### src/rtl/mux_4bit_3i_1o_pkg.sv
`default_nettype none
// ============================================================================
// Module      : mux_4bit_3i_1o_pkg
// Description : Shared definitions for the three-source bus selector.
//               Select encodings are exported so the control unit drives
//               the selector with named values instead of magic numbers.
// Contents    : sel_t      - 2-bit select encoding (A, B, C, illegal)
//               c_SEL_W    - width of the select field
//               calc_parity- even-parity helper (XOR reduction)
// Revision    : 1.0 - initial release
// ============================================================================
package mux_4bit_3i_1o_pkg;

    localparam int unsigned c_SEL_W = 2;

    // Select encodings; SEL_BAD is reserved and flagged by the top level.
    typedef enum logic [c_SEL_W-1:0] {
        SEL_A   = 2'd0,
        SEL_B   = 2'd1,
        SEL_C   = 2'd2,
        SEL_BAD = 2'd3
    } sel_t;

    // Even-parity bit over a 32-bit field; narrower data is zero-extended,
    // which leaves the parity unchanged.
    function automatic logic calc_parity(input logic [31:0] i_data);
        return ^i_data;
    endfunction

endpackage : mux_4bit_3i_1o_pkg
`default_nettype wire

### src/rtl/mux_4bit_3i_1o_mux3_core.sv
`default_nettype none
// ============================================================================
// Module      : mux_4bit_3i_1o_mux3_core
// Description : Purely combinational WIDTH-bit 3:1 selector. The reserved
//               select code drives a fixed BAD_VAL pattern onto the output.
// Parameters  : WIDTH   - data width
//               BAD_VAL - value driven for the reserved select code
//                         (truncated / zero-extended to WIDTH)
// Ports       : i_sel   in  2      select (SEL_A / SEL_B / SEL_C / SEL_BAD)
//               i_a     in  WIDTH  source 0
//               i_b     in  WIDTH  source 1
//               i_c     in  WIDTH  source 2
//               o_r     out WIDTH  selected data
// Revision    : 1.0 - initial release
// ============================================================================
module mux_4bit_3i_1o_mux3_core
    import mux_4bit_3i_1o_pkg::*;
#(
    parameter int unsigned WIDTH   = 4,
    parameter int unsigned BAD_VAL = 0
) (
    input  logic [c_SEL_W-1:0] i_sel,
    input  logic [WIDTH-1:0]   i_a,
    input  logic [WIDTH-1:0]   i_b,
    input  logic [WIDTH-1:0]   i_c,
    output logic [WIDTH-1:0]   o_r
);

    // Size the fill value once so the output assignment is width-exact.
    localparam logic [WIDTH-1:0] c_BAD_VAL = WIDTH'(BAD_VAL);

    // Default assignment first keeps the block latch-free; X/Z selects
    // fall through to the default arm.
    always_comb begin
        o_r = c_BAD_VAL;
        case (i_sel)
            SEL_A:   o_r = i_a;
            SEL_B:   o_r = i_b;
            SEL_C:   o_r = i_c;
            default: o_r = c_BAD_VAL;
        endcase
    end

endmodule : mux_4bit_3i_1o_mux3_core
`default_nettype wire

### src/rtl/mux_4bit_3i_1o.sv
`default_nettype none
// ============================================================================
// Module      : mux_4bit_3i_1o
// Description : Three-source bus selector with a registered copy of the
//               output and a sticky illegal-select debug flag.
// Parameters  : WIDTH   - data width of a, b, c, r, r_q (default 4)
//               BAD_VAL - value on r when s selects the reserved code
// Ports       : clk      in   1      rising-edge clock
//               rst      in   1      asynchronous active-high reset
//               s        in   2      select: 0->a, 1->b, 2->c, 3->illegal
//               a, b, c  in   WIDTH  data sources
//               err_clr  in   1      synchronous clear of sel_err
//               r        out  WIDTH  combinational selector output
//               r_q      out  WIDTH  r registered on clk
//               sel_err  out  1      sticky illegal-select flag
//               r_par    out  1      even parity of r      (MUX_PARITY_EN)
//               r_par_q  out  1      registered parity     (MUX_PARITY_EN)
// Build option: define MUX_PARITY_EN to add the r_par / r_par_q outputs.
// Revision    : 1.0 - initial release
// ============================================================================
module mux_4bit_3i_1o
    import mux_4bit_3i_1o_pkg::*;
#(
    parameter int unsigned WIDTH   = 4,
    parameter int unsigned BAD_VAL = 0
) (
    input  logic               clk,
    input  logic               rst,
    input  logic [c_SEL_W-1:0] s,
    input  logic [WIDTH-1:0]   a,
    input  logic [WIDTH-1:0]   b,
    input  logic [WIDTH-1:0]   c,
    input  logic               err_clr,
    output logic [WIDTH-1:0]   r,
    output logic [WIDTH-1:0]   r_q,
    output logic               sel_err
`ifdef MUX_PARITY_EN
    ,
    output logic               r_par,
    output logic               r_par_q
`endif
);

    logic [WIDTH-1:0] w_r;
    logic             w_sel_bad;
    logic [WIDTH-1:0] r_out_q;
    logic             r_sel_err;

    mux_4bit_3i_1o_mux3_core #(
        .WIDTH   (WIDTH),
        .BAD_VAL (BAD_VAL)
    ) u_core (
        .i_sel (s),
        .i_a   (a),
        .i_b   (b),
        .i_c   (c),
        .o_r   (w_r)
    );

    assign w_sel_bad = (s == SEL_BAD);

    // Registered copy of the selector output, one cycle behind r.
    always_ff @(posedge clk or posedge rst) begin
        if (rst) begin
            r_out_q <= '0;
        end else begin
            r_out_q <= w_r;
        end
    end

    // Sticky flag: a reserved select seen at an edge wins over a clear
    // requested in the same cycle, so no illegal event is ever lost.
    always_ff @(posedge clk or posedge rst) begin
        if (rst) begin
            r_sel_err <= 1'b0;
        end else if (w_sel_bad) begin
            r_sel_err <= 1'b1;
        end else if (err_clr) begin
            r_sel_err <= 1'b0;
        end
    end

    assign r       = w_r;
    assign r_q     = r_out_q;
    assign sel_err = r_sel_err;

`ifdef MUX_PARITY_EN
    logic w_par;
    logic r_par_reg;

    assign w_par = calc_parity(32'(w_r));

    always_ff @(posedge clk or posedge rst) begin
        if (rst) begin
            r_par_reg <= 1'b0;
        end else begin
            r_par_reg <= w_par;
        end
    end

    assign r_par   = w_par;
    assign r_par_q = r_par_reg;
`endif

endmodule : mux_4bit_3i_1o
`default_nettype wire

### config.mk
export PLATFORM = sky130hd
export DESIGN_NAME = mux_4bit_3i_1o
export DESIGN_NICKNAME = d
export VERILOG_FILES = /design/src/rtl/mux_4bit_3i_1o_pkg.sv /design/src/rtl/mux_4bit_3i_1o_mux3_core.sv /design/src/rtl/mux_4bit_3i_1o.sv
export SDC_FILE = /design/constraint.sdc
export NUM_CORES = 1
export LEC_CHECK = 0
export CORE_AREA = 8 8 45 47
export DETAILED_ROUTE_END_ITERATION = 12
export DIE_AREA = 0 0 53 55
export MAX_ROUTING_LAYER = met4
export PLACE_DENSITY = 0.58
export SYNTH_ARGS = -nofsm -noshare
export SYNTH_HDL_FRONTEND = slang
export SYNTH_HIERARCHICAL = 1
export SYNTH_SLANG_ARGS = --single-unit
export TNS_END_PERCENT = 100
### constraint.sdc
create_clock -name clk -period 1 [get_ports clk]
set_input_delay 0.3 -clock clk [delete_from_list [all_inputs] [get_ports clk]]
set_output_delay 0.3 -clock clk [all_outputs]
set_load 0.02 [all_outputs]
==> flow_metrics.py <==
metrics = {
    "route": {
        "drt_pass1_iterations": 2,
        "drtIter0Drc": 3,
        "totalWireLength_um": 1120,
        "num_vias": 296,
        "vias_per_cell": 4.05,
        "ant_nets": 0,
        "wl_per_cell_um": 15.3,
        "drc": 0,
    },
    "logic_synthesis": {
        "ys_types": 8,
        "yosysTopAreaCell": "dfrtp_1",
        "synthFlopType": "dfrtp_1",
        "seq_area_frac_synth": 0.510,
        "synth_top_area_frac": 0.510,
        "ys.warnings.count": 6,
        "synthCells": 19,
        "ys_top_cells_by_count": "5 x dfrtp_1, 4 x mux2i_1, 4 x o2bb2ai_1",
        "synth.most_common_cell": "dfrtp_1",
        "async_reset_ff_frac": 1.00,
        "ys_seq_elements": 5,
        "synth_fp_nets": 36,
        "synth_edf_count": 0,
        "synthTopCellsByArea": "dfrtp_1 51%, mux2i_1 16%, o2bb2ai_1 14%, nor2b_4 5.6%, buf_6 4.6%",
        "synth_area_um2": 245,
        "syn_area_per_cell_um2": 12.9,
    },
    "floorplan": {
        "rows": 14,
        "dieHeight_um": 55,
        "die_w_um": 53,
        "io_pins": 26,
        "start_util": 0.177,
        "coreArea_um2": 1380,
        "dieArea_um2": 2920,
    },
    "worst_setup_path": {
        "r2r_setup_slack_ns": 0.26,
        "worstSetupEndpointType": "output pin",
        "path_class": "input pin to output pin",
        "crit_arrival_ns": 0.98,
        "startpoint_type": "input pin",
        "worstReg2RegStart": "sel_err",
        "critPathLaunch": "s[1]",
        "cp_data_required_time_ns": 0.70,
        "worstPathMaxFanout": 6,
    },
    "placed_design": {
        "post-place-ws_ns": -1.13,
        "gp_congestion": 0.671,
        "port-buffer-count": 25,
    },
    "cells_and_area": {
        "fin_util": 0.519,
        "antenna_cells": 0,
        "drive_gt1_frac": 0.667,
        "fin_nets": 75,
        "seqCellArea_um2": 125,
        "area_growth_syn_to_layout_pct": 193,
        "multi_input_area_um2": 218,
        "n_fill_cell": 117,
    },
    "global_route": {
        "grt_pass1_wl_um": 1550,
        "overflow": 0,
        "track_usage": 0.0764,
        "grt_max_degree": 7,
        "antenna_found_initial": 0,
        "grt_pass1_vias": 368,
    },
    "clocking": {
        "cts_sinks": 5,
        "clkTransAtPathRegs_ns": 0.04,
        "clk-insertion-delay-late_ns": 0.23,
        "htree_levels": 1,
        "clk_path_buf_depth": 2,
        "cts_root_buffer": "clkbuf_4",
        "cts_tree": "yes",
        "cts_inserted_buffers": 3,
        "holdBufCountCts": 0,
    },
    "hold_path": {
        "hold_class": "input pin to asynchronous set/reset pin",
    },
    "sta": {
        "hold_slack_ns": 0.269,
        "max_freq_ghz": 0.782,
        "setup_viol": 10,
        "fin_tns_setup_ns": -1.31,
        "slew_violations": 0,
        "tightest_slew_ns": 0.251,
        "fin_crit_ns": 1.28,
        "maxSlewHeadroom": 0.829,
        "postLayoutSetupSlackWorst_ns": -0.279,
        "period_share": 1.28,
        "rsz0062_at_grt": "true",
        "worst_clock_skew_ns": 0,
        "final-hold-violation-count": 0,
    },
    "flow_run": {
        "maxCapViolations": 0,
    },
    "power": {
        "power_leakage_nw": 0.339,
        "powerDensity_nw_per_um2": 1090,
        "peakVddDrop_v": 0.000451,
    },
    "run_status": {
        "failed_checks": "setup timing",
        "status": "finished with violations",
    },
}
## power by group
part	leakage [nW]	internal [W]	switching, W
Sequential	0.0619	0.000221	0.00000835
Clock	0.0150	0.000150	0.0000754
Combinational	0.262	0.000188	0.000140
Total	0.339	0.000559	0.000223
## path summary, 6_finish.rpt
check,end,cells after the start
max,r[2],4
min,r_q[0],2
max reg2reg,sel_err,3
min reg2reg,sel_err,3
max in group asynchronous,sel_err,2
min in group clk,sel_err,3
## logic make-up after synthesis
group                  after synthesis  synth area share
AND/OR/NAND/NOR                      2            0.0714
buffers and inverters                3            0.0765
flip-flops                           5             0.510
multiplexers                         4             0.163
AO/OA/AOI/OAI                        5             0.179
## layout make-up
type,count,share of cell area
Tap cell,16,0.0279
Inverter,2,0.0105
Clock buffer,4,0.0366
Multi-Input combinational cell,11,0.303
Sequential cell,5,0.174
Timing Repair Buffer,35,0.448
## per-stage QoR
| step | instance area, µm² | power, W | cells |
|---|---|---|---|
| after detailed placement | 574 | 0.000485 | 65 |
| after floorplan | 274 | 0.000324 | 19 |
| after global routing | 718 | 0.000829 | 73 |
| after global placement | 574 | 0.000483 | 65 |
| final | 718 | 0.000782 | 73 |
| after CTS | 693 | 0.000769 | 71 |
## what timing repair did
item | in CTS | in global routing
pin swaps | 3 | 4
buffers inserted | 2 | 3
gates resized for setup | 83 | 16
setup endpoints to repair | 13 | 9
## sequential cells by signal, summed over array words and instances, names as in the netlist
name and count:
r_q 4, sel_err 1
## metal layers
| layer | global-route usage | vias to the layer above | wire [µm] |
|---|---|---|---|
| met5 | - | - | 0 |
| met2 | 0.119 | 25 | 482 |
| li1 | - | 142 | - |
| met1 | 0.0772 | 129 | 513 |
| met4 | 0.0388 | 0 | 0 |
| met3 | 0.0401 | 0 | 119 |
## cell usage in the layout, fill, tap and decap left out, drive strengths merged
cell type,instances
clkdlybuf4s50,2
dfrtp,5
inv,2
clkbuf,8
o21ai,1
mux2i,4
nor2b,1
dlygate4sd2,7
o2bb2ai,4
buf,21
nand2,1
dlymetal6s2s,1
## worst max-delay path: stages
cell and delay [ns]:
buf_12 0.13, nor2b_4 0.25, o2bb2ai_4 0.16, buf_6 0.14
(Power assumes the default switching activity.)
